$ cat src/rtl/seg_pkg.sv
// Shared types and constants for the binary-to-BCD 7-segment display slice.
// Segment codes are active-low for a common-anode display: bit7=dp, bits6..0=g..a.
package seg_pkg;

    typedef enum logic [1:0] {
        IDLE,
        SHIFT,
        DONE
    } conv_state_e;

    typedef logic [3:0] bcd_t;

    localparam int DIGITS = 3;

    localparam logic [7:0] SEG_0     = 8'hC0;
    localparam logic [7:0] SEG_1     = 8'hF9;
    localparam logic [7:0] SEG_2     = 8'hA4;
    localparam logic [7:0] SEG_3     = 8'hB0;
    localparam logic [7:0] SEG_4     = 8'h99;
    localparam logic [7:0] SEG_5     = 8'h92;
    localparam logic [7:0] SEG_6     = 8'h82;
    localparam logic [7:0] SEG_7     = 8'hF8;
    localparam logic [7:0] SEG_8     = 8'h80;
    localparam logic [7:0] SEG_9     = 8'h90;
    localparam logic [7:0] SEG_BLANK = 8'hFF;

    function automatic logic [7:0] seg_encode(input bcd_t d);
        case (d)
            4'd0:    return SEG_0;
            4'd1:    return SEG_1;
            4'd2:    return SEG_2;
            4'd3:    return SEG_3;
            4'd4:    return SEG_4;
            4'd5:    return SEG_5;
            4'd6:    return SEG_6;
            4'd7:    return SEG_7;
            4'd8:    return SEG_8;
            4'd9:    return SEG_9;
            default: return SEG_BLANK;
        endcase
    endfunction

endpackage

$ cat src/rtl/bin2bcd_seq.sv
// Sequential double-dabble converter: 8-bit binary to 3 BCD digits.
// One capture cycle, 8 add-3/shift cycles, then one DONE cycle that publishes bcd.
module bin2bcd_seq
    import seg_pkg::*;
(
    input  logic        clk,
    input  logic        rst_n,
    input  logic        start,
    input  logic [7:0]  bin,
    output logic        busy,
    output logic        done,
    output logic [11:0] bcd
);

    conv_state_e state_q;
    logic [7:0]  bin_q;
    logic [11:0] acc_q;
    logic [11:0] acc_adj;
    logic [3:0]  step_q;
    logic        busy_q;
    logic        done_q;
    logic [11:0] bcd_q;

    // NOTE: acc_adj gets a full default first, so no path leaves it unassigned and no latch is inferred.
    always_comb begin
        acc_adj = acc_q;
        for (int i = 0; i < DIGITS; i++) begin
            if (acc_q[4*i +: 4] >= 4'd5) begin
                acc_adj[4*i +: 4] = acc_q[4*i +: 4] + 4'd3;
            end
        end
    end

    // NOTE: state is updated with non-blocking assignments so every register samples pre-edge values.
    always_ff @(posedge clk or negedge rst_n) begin
        if (!rst_n) begin
            state_q <= IDLE;
            bin_q   <= '0;
            acc_q   <= '0;
            step_q  <= '0;
            busy_q  <= 1'b0;
            done_q  <= 1'b0;
            bcd_q   <= '0;
        end else begin
            done_q <= 1'b0;
            case (state_q)
                IDLE: begin
                    if (start) begin
                        bin_q   <= bin;
                        acc_q   <= '0;
                        step_q  <= '0;
                        busy_q  <= 1'b1;
                        state_q <= SHIFT;
                    end
                end
                SHIFT: begin
                    acc_q  <= {acc_adj[10:0], bin_q[7]};
                    bin_q  <= {bin_q[6:0], 1'b0};
                    step_q <= step_q + 4'd1;
                    if (step_q + 4'd1 == 4'd8) begin
                        state_q <= DONE;
                    end
                end
                DONE: begin
                    bcd_q   <= acc_q;
                    done_q  <= 1'b1;
                    busy_q  <= 1'b0;
                    state_q <= IDLE;
                end
                default: state_q <= IDLE;
            endcase
        end
    end

    assign busy = busy_q;
    assign done = done_q;
    assign bcd  = bcd_q;

endmodule

$ cat src/rtl/bin_bcd_seg_scan.sv
// Converts data_bin to BCD on change and scans 3 common-anode 7-segment digits.
// Optional macro LEADING_ZERO_BLANK_EN blanks leading zero hundreds/tens digits.
module bin_bcd_seg_scan
    import seg_pkg::*;
#(
    parameter int SCAN_DIV = 50000
) (
    input  logic       clk,
    input  logic       rst_n,
    input  logic [7:0] data_bin,
    output logic [2:0] sel,
    output logic [7:0] seg,
    output logic       busy
);

    localparam int CNT_W = $clog2(SCAN_DIV);

    logic              conv_start;
    logic              conv_busy;
    logic              conv_done;
    logic [11:0]       conv_bcd;
    logic [7:0]        last_q;
    logic              force_q;
    bcd_t [DIGITS-1:0] disp_q;
    logic [CNT_W-1:0]  scan_cnt_q;
    logic [1:0]        digit_q;
    logic [2:0]        sel_q;
    logic [2:0]        sel_d;
    logic [7:0]        seg_q;
    logic [7:0]        seg_d;
    bcd_t              digit_val;

    // Changes arriving mid-conversion are picked up again once the converter is idle.
    assign conv_start = !conv_busy && ((data_bin != last_q) || force_q);

    bin2bcd_seq u_bin2bcd (
        .clk   (clk),
        .rst_n (rst_n),
        .start (conv_start),
        .bin   (data_bin),
        .busy  (conv_busy),
        .done  (conv_done),
        .bcd   (conv_bcd)
    );

    always_ff @(posedge clk or negedge rst_n) begin
        if (!rst_n) begin
            last_q  <= '0;
            force_q <= 1'b1;
            disp_q  <= '0;
        end else begin
            if (conv_start) begin
                last_q  <= data_bin;
                force_q <= 1'b0;
            end
            if (conv_done) begin
                disp_q <= conv_bcd;
            end
        end
    end

    always_ff @(posedge clk or negedge rst_n) begin
        if (!rst_n) begin
            scan_cnt_q <= '0;
            digit_q    <= '0;
        end else if (scan_cnt_q == CNT_W'(SCAN_DIV - 1)) begin
            scan_cnt_q <= '0;
            digit_q    <= (digit_q == 2'd2) ? 2'd0 : digit_q + 2'd1;
        end else begin
            scan_cnt_q <= scan_cnt_q + CNT_W'(1);
        end
    end

    always_comb begin
        sel_d     = 3'b111;
        digit_val = 4'hF;
        case (digit_q)
            2'd0:    begin sel_d = 3'b110; digit_val = disp_q[0]; end
            2'd1:    begin sel_d = 3'b101; digit_val = disp_q[1]; end
            2'd2:    begin sel_d = 3'b011; digit_val = disp_q[2]; end
            default: ;
        endcase
        seg_d = seg_encode(digit_val);
`ifdef LEADING_ZERO_BLANK_EN
        if (digit_q == 2'd2 && disp_q[2] == 4'd0) begin
            seg_d = SEG_BLANK;
        end
        if (digit_q == 2'd1 && disp_q[2] == 4'd0 && disp_q[1] == 4'd0) begin
            seg_d = SEG_BLANK;
        end
`endif
    end

    // sel and seg share one register stage so the pins never show a mismatched pair.
    always_ff @(posedge clk or negedge rst_n) begin
        if (!rst_n) begin
            sel_q <= 3'b111;
            seg_q <= SEG_BLANK;
        end else begin
            sel_q <= sel_d;
            seg_q <= seg_d;
        end
    end

    assign sel  = sel_q;
    assign seg  = seg_q;
    assign busy = conv_busy | conv_done;

endmodule

$ cat config.mk
export PLATFORM = sky130hd
export DESIGN_NAME = bin_bcd_seg_scan
export DESIGN_NICKNAME = d
export VERILOG_FILES = /design/src/rtl/seg_pkg.sv /design/src/rtl/bin2bcd_seq.sv /design/src/rtl/bin_bcd_seg_scan.sv
export SDC_FILE = /design/constraint.sdc
export NUM_CORES = 1
export LEC_CHECK = 0
export ABC_CLOCK_PERIOD_IN_PS = 2000
export CORE_ASPECT_RATIO = 0.9
export CORE_MARGIN = 8
export CORE_UTILIZATION = 59
export CTS_CLUSTER_SIZE = 24
export DETAILED_ROUTE_END_ITERATION = 10
export PLACE_DENSITY = 0.79
export SLEW_MARGIN = 5
export SYNTH_ARGS = -nofsm -noshare
export SYNTH_HDL_FRONTEND = slang
export SYNTH_SLANG_ARGS = --single-unit
$ cat constraint.sdc
create_clock -name clk -period 2 [get_ports clk]
set_clock_uncertainty 0.15 [all_clocks]
set_input_delay 0.2 -clock clk [delete_from_list [all_inputs] [get_ports clk]]
set_output_delay 0.2 -clock clk [all_outputs]
set_load 0.05 [all_outputs]
==> results.yml, run 1 <==
pwr:
  pwr-share-seq_pct: 46.4
  comb_power_share_pct: 33.3
  swShare_pct: 34.69
  power_leakage_uw: 0.002179
  p_int_uw: 3729
  power.density_nw_per_um2: 1215
  ir_worst_vdd_uv: 643.2
  switchingPower_uw: 1981
  power_uw: 5709
  clkPwrFrac_pct: 20.4
die:
  core_um2: 6656
  die_w_um: 103.8
  die-area_um2: 9862
  rows: 28
  start_util_pct: 61.48
  die_height_um: 95.02
  io_pins: 22
clock_tree:
  clk_pin_slew_ns: 0.09
  worst_skew_pair.late_latency_ns: 0.36
  clk_path_buf_depth: 2
  cts-root-buf: "clkbuf_8"
  cts_resized: 0
  cts_tree: "yes"
  cts_inserted_buffers: 9
  numClockSinks: 89
  cts_htree_levels: 3
placed_design:
  postPlaceCellArea_um2: 4499
  dp_hpwl_mm: 5.178
  portBuffers: 20
  place_congestion: 0.7996
synth:
  synth_async_sr_flop_share_pct: 100.0
  syn_nets: 381
  synth_top_area_share_pct: 47.69
  synthCells: 360
  synth.area.top_cells: "dfrtp_1 48%, dfstp_2 7.1%, mux2_2 6.9%"
  synthesis.area_um2: 4093
  syn_avg_cell_area_um2: 11.37
  ys_seq_area_share_pct: 54.75
  synth-main-ff-cell: "dfrtp_1"
  synth_top_cell_by_area: "dfrtp_1"
  synth-seq-cells: 89
  ys_types: 48
  synth_edf_count: 0
  yosys_warnings: 0
worst_setup_path:
  crit_path_end_kind: "output port"
  cp_max_fo: 13
  arrival_ns: 1.55
  critPathLaunchType: "flip-flop"
  crit_type: "flip-flop to output port"
  required_ns: 1.65
global_route:
  grt_pass1_vias: 2728
  gr-total-overflow: 0
  grt.total_usage_pct: 15.80
  grt_first_pass_wirelength_mm: 12.62
  antenna_found_initial: 0
  grt_max_degree: 49
routing:
  final_antenna_net_count: 0
  routed_wl_mm: 7.181
  viasPerCell: 5.471
  drcViolationCount: 0
  drt_first_pass_iters: 4
  vias: 2708
  drtIter0Drc: 88
  detail_route.wl_per_cell_um: 14.51
sta:
  grt_setup_unrepaired: "no"
  worst_slew_pin_slew_ns: 0.6293
  slew_viol_final: 0
  fmax_mhz: 525.6
  slew_headroom_pct: 58.05
  finalCritPeriodShare_pct: 95.13
  setup_viol: 0
  layout_min_cycle_time_ns: 1.903
  hold_violations: 0
layout:
  antenna_cells: 0
  final_cell_mix: "78 x dfrtp_1, 37 x nand2_1, 31 x buf_4, 28 x nor2_1, 25 x mux2_2"
  final_common_cell: "dfrtp_1"
  fin_nets: 421
  area_delta_synth_final_pct: 14.86
  stdcell_area_um2: 4701
  layout-drive-gt1-share_pct: 24.44
run:
  maxCapViolCount: 0
worst_hold_path:
  hp-class: "primary input to asynchronous set/reset pin"
outcome:
  status: "complete, no violations"
-- synth_stat cells, drive strengths merged, types with 9 or more instances --
cell	count
a21oi	13
a22o	9
dfrtp	78
dfstp	11
ha	11
inv	15
mux2	25
mux2i	13
nand2	37
nor2	30
nor3	9
o21ai	13
xnor2	12
xor2	16
-- what timing repair did --
action / CTS / global route
hold endpoints to repair: 78 / 0
buffers inserted: 0 / 0
hold buffers: 1 / 0
-- sequential cells by signal, summed over array words and instances, names as in the netlist --
signal and count:
seg 7, disp_q 12, u_bin2bcd.acc_q 12, last_q 8
digit_q 2, force_q 1, u_bin2bcd.done 1, u_bin2bcd.bin_q 8
u_bin2bcd.bcd 12, sel 3, scan_cnt_q 16, u_bin2bcd.busy 1
u_bin2bcd.state_q 2, u_bin2bcd.step_q 4
-- cells by family (layout without fill, tap and decap cells) --
kind of cell	after synthesis	in the layout	share of synthesized area [%]
flip-flops	89	89	54.75
AO/OA/AOI/OAI	56	56	9.416
XOR/XNOR	28	28	5.992
other	1	1	0.09163
AND/OR/NAND/NOR	107	107	12.93
multiplexers	38	38	10.06
buffers and inverters	30	75	3.393
adder cells (fa/ha/maj)	11	11	3.363
-- final timing paths --
| check | from | depth (start not counted) | endpoint | slack [ns] |
|---|---|---|---|---|
| setup / recovery | u_bin2bcd.done | 2 | busy | 0.1 |
| hold / removal | rst_n | 2 | disp_q[0] | 0.11 |
| hold reg to reg | u_bin2bcd.bcd[3] | 2 | u_bin2bcd.bcd[3] | 0.33 |
| min in group clk | u_bin2bcd.bcd[3] | 2 | u_bin2bcd.bcd[3] | 0.33 |
| max in group asynchronous | rst_n | 3 | force_q | 0.95 |
| setup reg to reg | digit_q[1] | 6 | seg[6] | 0.1 |
-- layout make-up --
class	count	area, um2
clock buffers	11	152.6
clock inverters	5	38.79
fillers	464	1956
inverters	16	60.06
multi-input cells	241	1713
flip-flops and latches	89	2241
well taps	90	112.6
repair buffers	43	382.9
-- power by group through the flow --
stage | clock network, uW | logic [uW] | registers [uW]
2_1_floorplan | 0 | 1340 | 2710
3_3_place_gp | 0 | 1830 | 2650
3_5_place_dp | 0 | 1910 | 2680
4_1_cts | 1200 | 1910 | 2650
5_1_grt | 1260 | 2110 | 2710
6_report | 1160 | 1900 | 2650
-- critical path: stages (launching register included) --
cell and delay, ns:
dfrtp_1 0.62, or2_2 0.41, buf_12 0.15
-- routing by layer --
metal	vias to the layer above	track usage [%]	part of all wire [%]
met4	0	6.017	1.4
met1	1331	19.88	47
met2	47	25.99	48
li1	1318	-	-
met5	-	0	0
met3	12	4.181	3.8
-- metrics by stage --
step	TNS (ns)	hold WS, ns	utilization, %	setup WS [ns]	instances
5_1_grt	0	0.1305	70.62	0.01662	495
2_1_floorplan	0	-0.2456	-	0.2451	360
6_report	0	0.1089	70.62	0.09730	495
3_5_place_dp	-2.891	-0.04405	67.59	-0.1642	478
4_1_cts	0	0.1019	70.62	0.09394	495
3_3_place_gp	-2.299	-0.04322	67.59	-0.1549	478
(Power assumes the default switching activity.)
==> run 2, diff against run 1 <==
--- a/config.mk
+++ b/config.mk
@@ -6,7 +6,7 @@
 export NUM_CORES = 1
 export LEC_CHECK = 0
 export ABC_CLOCK_PERIOD_IN_PS = 2000
-export CORE_ASPECT_RATIO = 0.9
+export CORE_ASPECT_RATIO = 1.25
 export CORE_MARGIN = 8
 export CORE_UTILIZATION = 59
 export CTS_CLUSTER_SIZE = 24
==> results.yml, run 2 (synthesis gave the netlist of run 1 again) <==
clock_tree:
  worst_skew_pair.late_latency_ns: 0.35
  cts_htree_levels: 3
  cts_inserted_buffers: 9
  clk_path_buf_depth: 2
  cts-root-buf: "clkbuf_8"
  numClockSinks: 89
  cts_tree: "yes"
  clk_pin_slew_ns: 0.09
sta:
  finalCritPeriodShare_pct: 94.15
  tns_ns: 0
  finalWorstSetupSlack_ns: 0.1170
  fmax_mhz: 531.1
  slew_viol_final: 0
  hold_violations: 0
  grt_setup_unrepaired: "no"
  worst_slew_pin_slew_ns: 0.5016
  setup_viol: 0
  layout_min_cycle_time_ns: 1.883
  slew_headroom_pct: 66.56
  fin_hold_ws_ns: 0.1110
die:
  die_height_um: 109.1
  start_util_pct: 59.76
  io_pins: 22
  core_um2: 6849
  die-area_um2: 9875
  die_w_um: 90.50
  rows: 34
placed_design:
  dp_hpwl_mm: 5.392
  place_congestion: 0.8047
  portBuffers: 20
  place_inst: 485
  post-place-ws_ns: -0.2555
worst_setup_path:
  arrival_ns: 2.03
  r2r_start: "digit_q[1]"
  required_ns: 2.15
  crit_path_end_kind: "flip-flop"
  crit_type: "flip-flop to flip-flop"
  path_delay_family: "multiplexers"
  crit_start: "digit_q[1]"
  worstPathBufferInverterCount: 1
  cpMaxStageDelayCell: "dfrtp_2"
  critPathLaunchType: "flip-flop"
  cp_max_fo: 7
  cpPeakStageDelay_ns: 0.42
  cp_cell_sequence: "buf_4 -> mux2_2 -> o22a_2 -> nor2_4 -> mux2i_1 -> a21o_1"
routing:
  viasPerCell: 5.452
  vias: 2737
  drtIter0Drc: 71
  drcViolationCount: 0
  detail_route.wl_per_cell_um: 14.42
  drt_first_pass_iters: 4
  final_antenna_net_count: 0
  routed_wl_mm: 7.240
global_route:
  grt_max_degree: 38
  grt_first_pass_wirelength_mm: 12.57
  grt_pass1_vias: 2835
  gr-total-overflow: 0
  antenna_found_initial: 0
  grt.total_usage_pct: 15.82
pwr:
  power_leakage_uw: 0.002219
  power.density_nw_per_um2: 1239
  clkPwrFrac_pct: 22.7
  swShare_pct: 33.50
  pwr-share-seq_pct: 44.9
  comb_power_share_pct: 32.4
  switchingPower_uw: 1987
  ir_worst_vdd_uv: 916.6
  p_int_uw: 3943
  power_uw: 5929
worst_hold_path:
  hp-class: "primary input to asynchronous set/reset pin"
layout:
  stdcell_count: 502
  largest_reg_flops: 16
  layout-drive-gt1-share_pct: 25.97
  area_delta_synth_final_pct: 16.91
  fin_nets: 428
  antenna_cells: 0
  final_cell_mix: "77 x dfrtp_1, 38 x buf_4, 37 x nand2_1, 28 x nor2_1, 25 x mux2_2"
  final_common_cell: "dfrtp_1"
  largest-register: "scan_cnt_q"
outcome:
  status: "complete, no violations"
run:
  maxCapViolCount: 0
run 2: worst paths after layout:
| check | slack, ns | cells past startpoint | endpoint |
|---|---|---|---|
| max | 0.12 | 6 | seg[3] |
| min | 0.11 | 2 | scan_cnt_q[15] |
| max reg2reg | 0.12 | 6 | seg[3] |
| min reg2reg | 0.33 | 2 | u_bin2bcd.bcd[9] |
| max in group asynchronous | 1.02 | 3 | force_q |
| min in group clk | 0.33 | 2 | u_bin2bcd.bcd[9] |
run 2: timing repair:
item                                   4_1_cts  5_1_grt
pin swaps                                    0        1
gates resized for setup                      1        3
setup buffers                                0        0
endpoints found under the hold margin       88        0
setup endpoints to repair                    1        9
hold buffers                                 1        0
run 2: layout make-up:
class	count	area, um2
flip-flops and latches	89	2242
clock buffers	12	145.1
well taps	90	112.6
repair buffers	50	424.2
multi-input cells	241	1724
clock inverters	4	76.32
inverters	16	60.06
fillers	496	2064
run 2: layer usage:
metal | up-vias | part of all wire [%] | GRT usage, %
li1 | 1326 | - | -
met1 | 1362 | 42 | 16.75
met2 | 37 | 54 | 29.18
met3 | 12 | 2.5 | 3.030
met4 | 0 | 2.2 | 8.820
met5 | - | 0 | 0
run 2: power by group through the flow:
stage          logic, uW  clock network [uW]  registers (uW)
6_report            1920                1350            2660
3_5_place_dp        1910                   0            2700
3_3_place_gp        1830                   0            2670
2_1_floorplan       1340                   0            2710
5_1_grt             2150                1450            2730
4_1_cts             1920                1370            2670
run 2: stage by stage:
stage / area [um2] / utilization, %
floorplan: 4093 / -
global placement: 4542 / 66.31
detailed placement: 4542 / 66.31
CTS: 4772 / 69.67
global route: 4785 / 69.86
finish: 4785 / 69.86
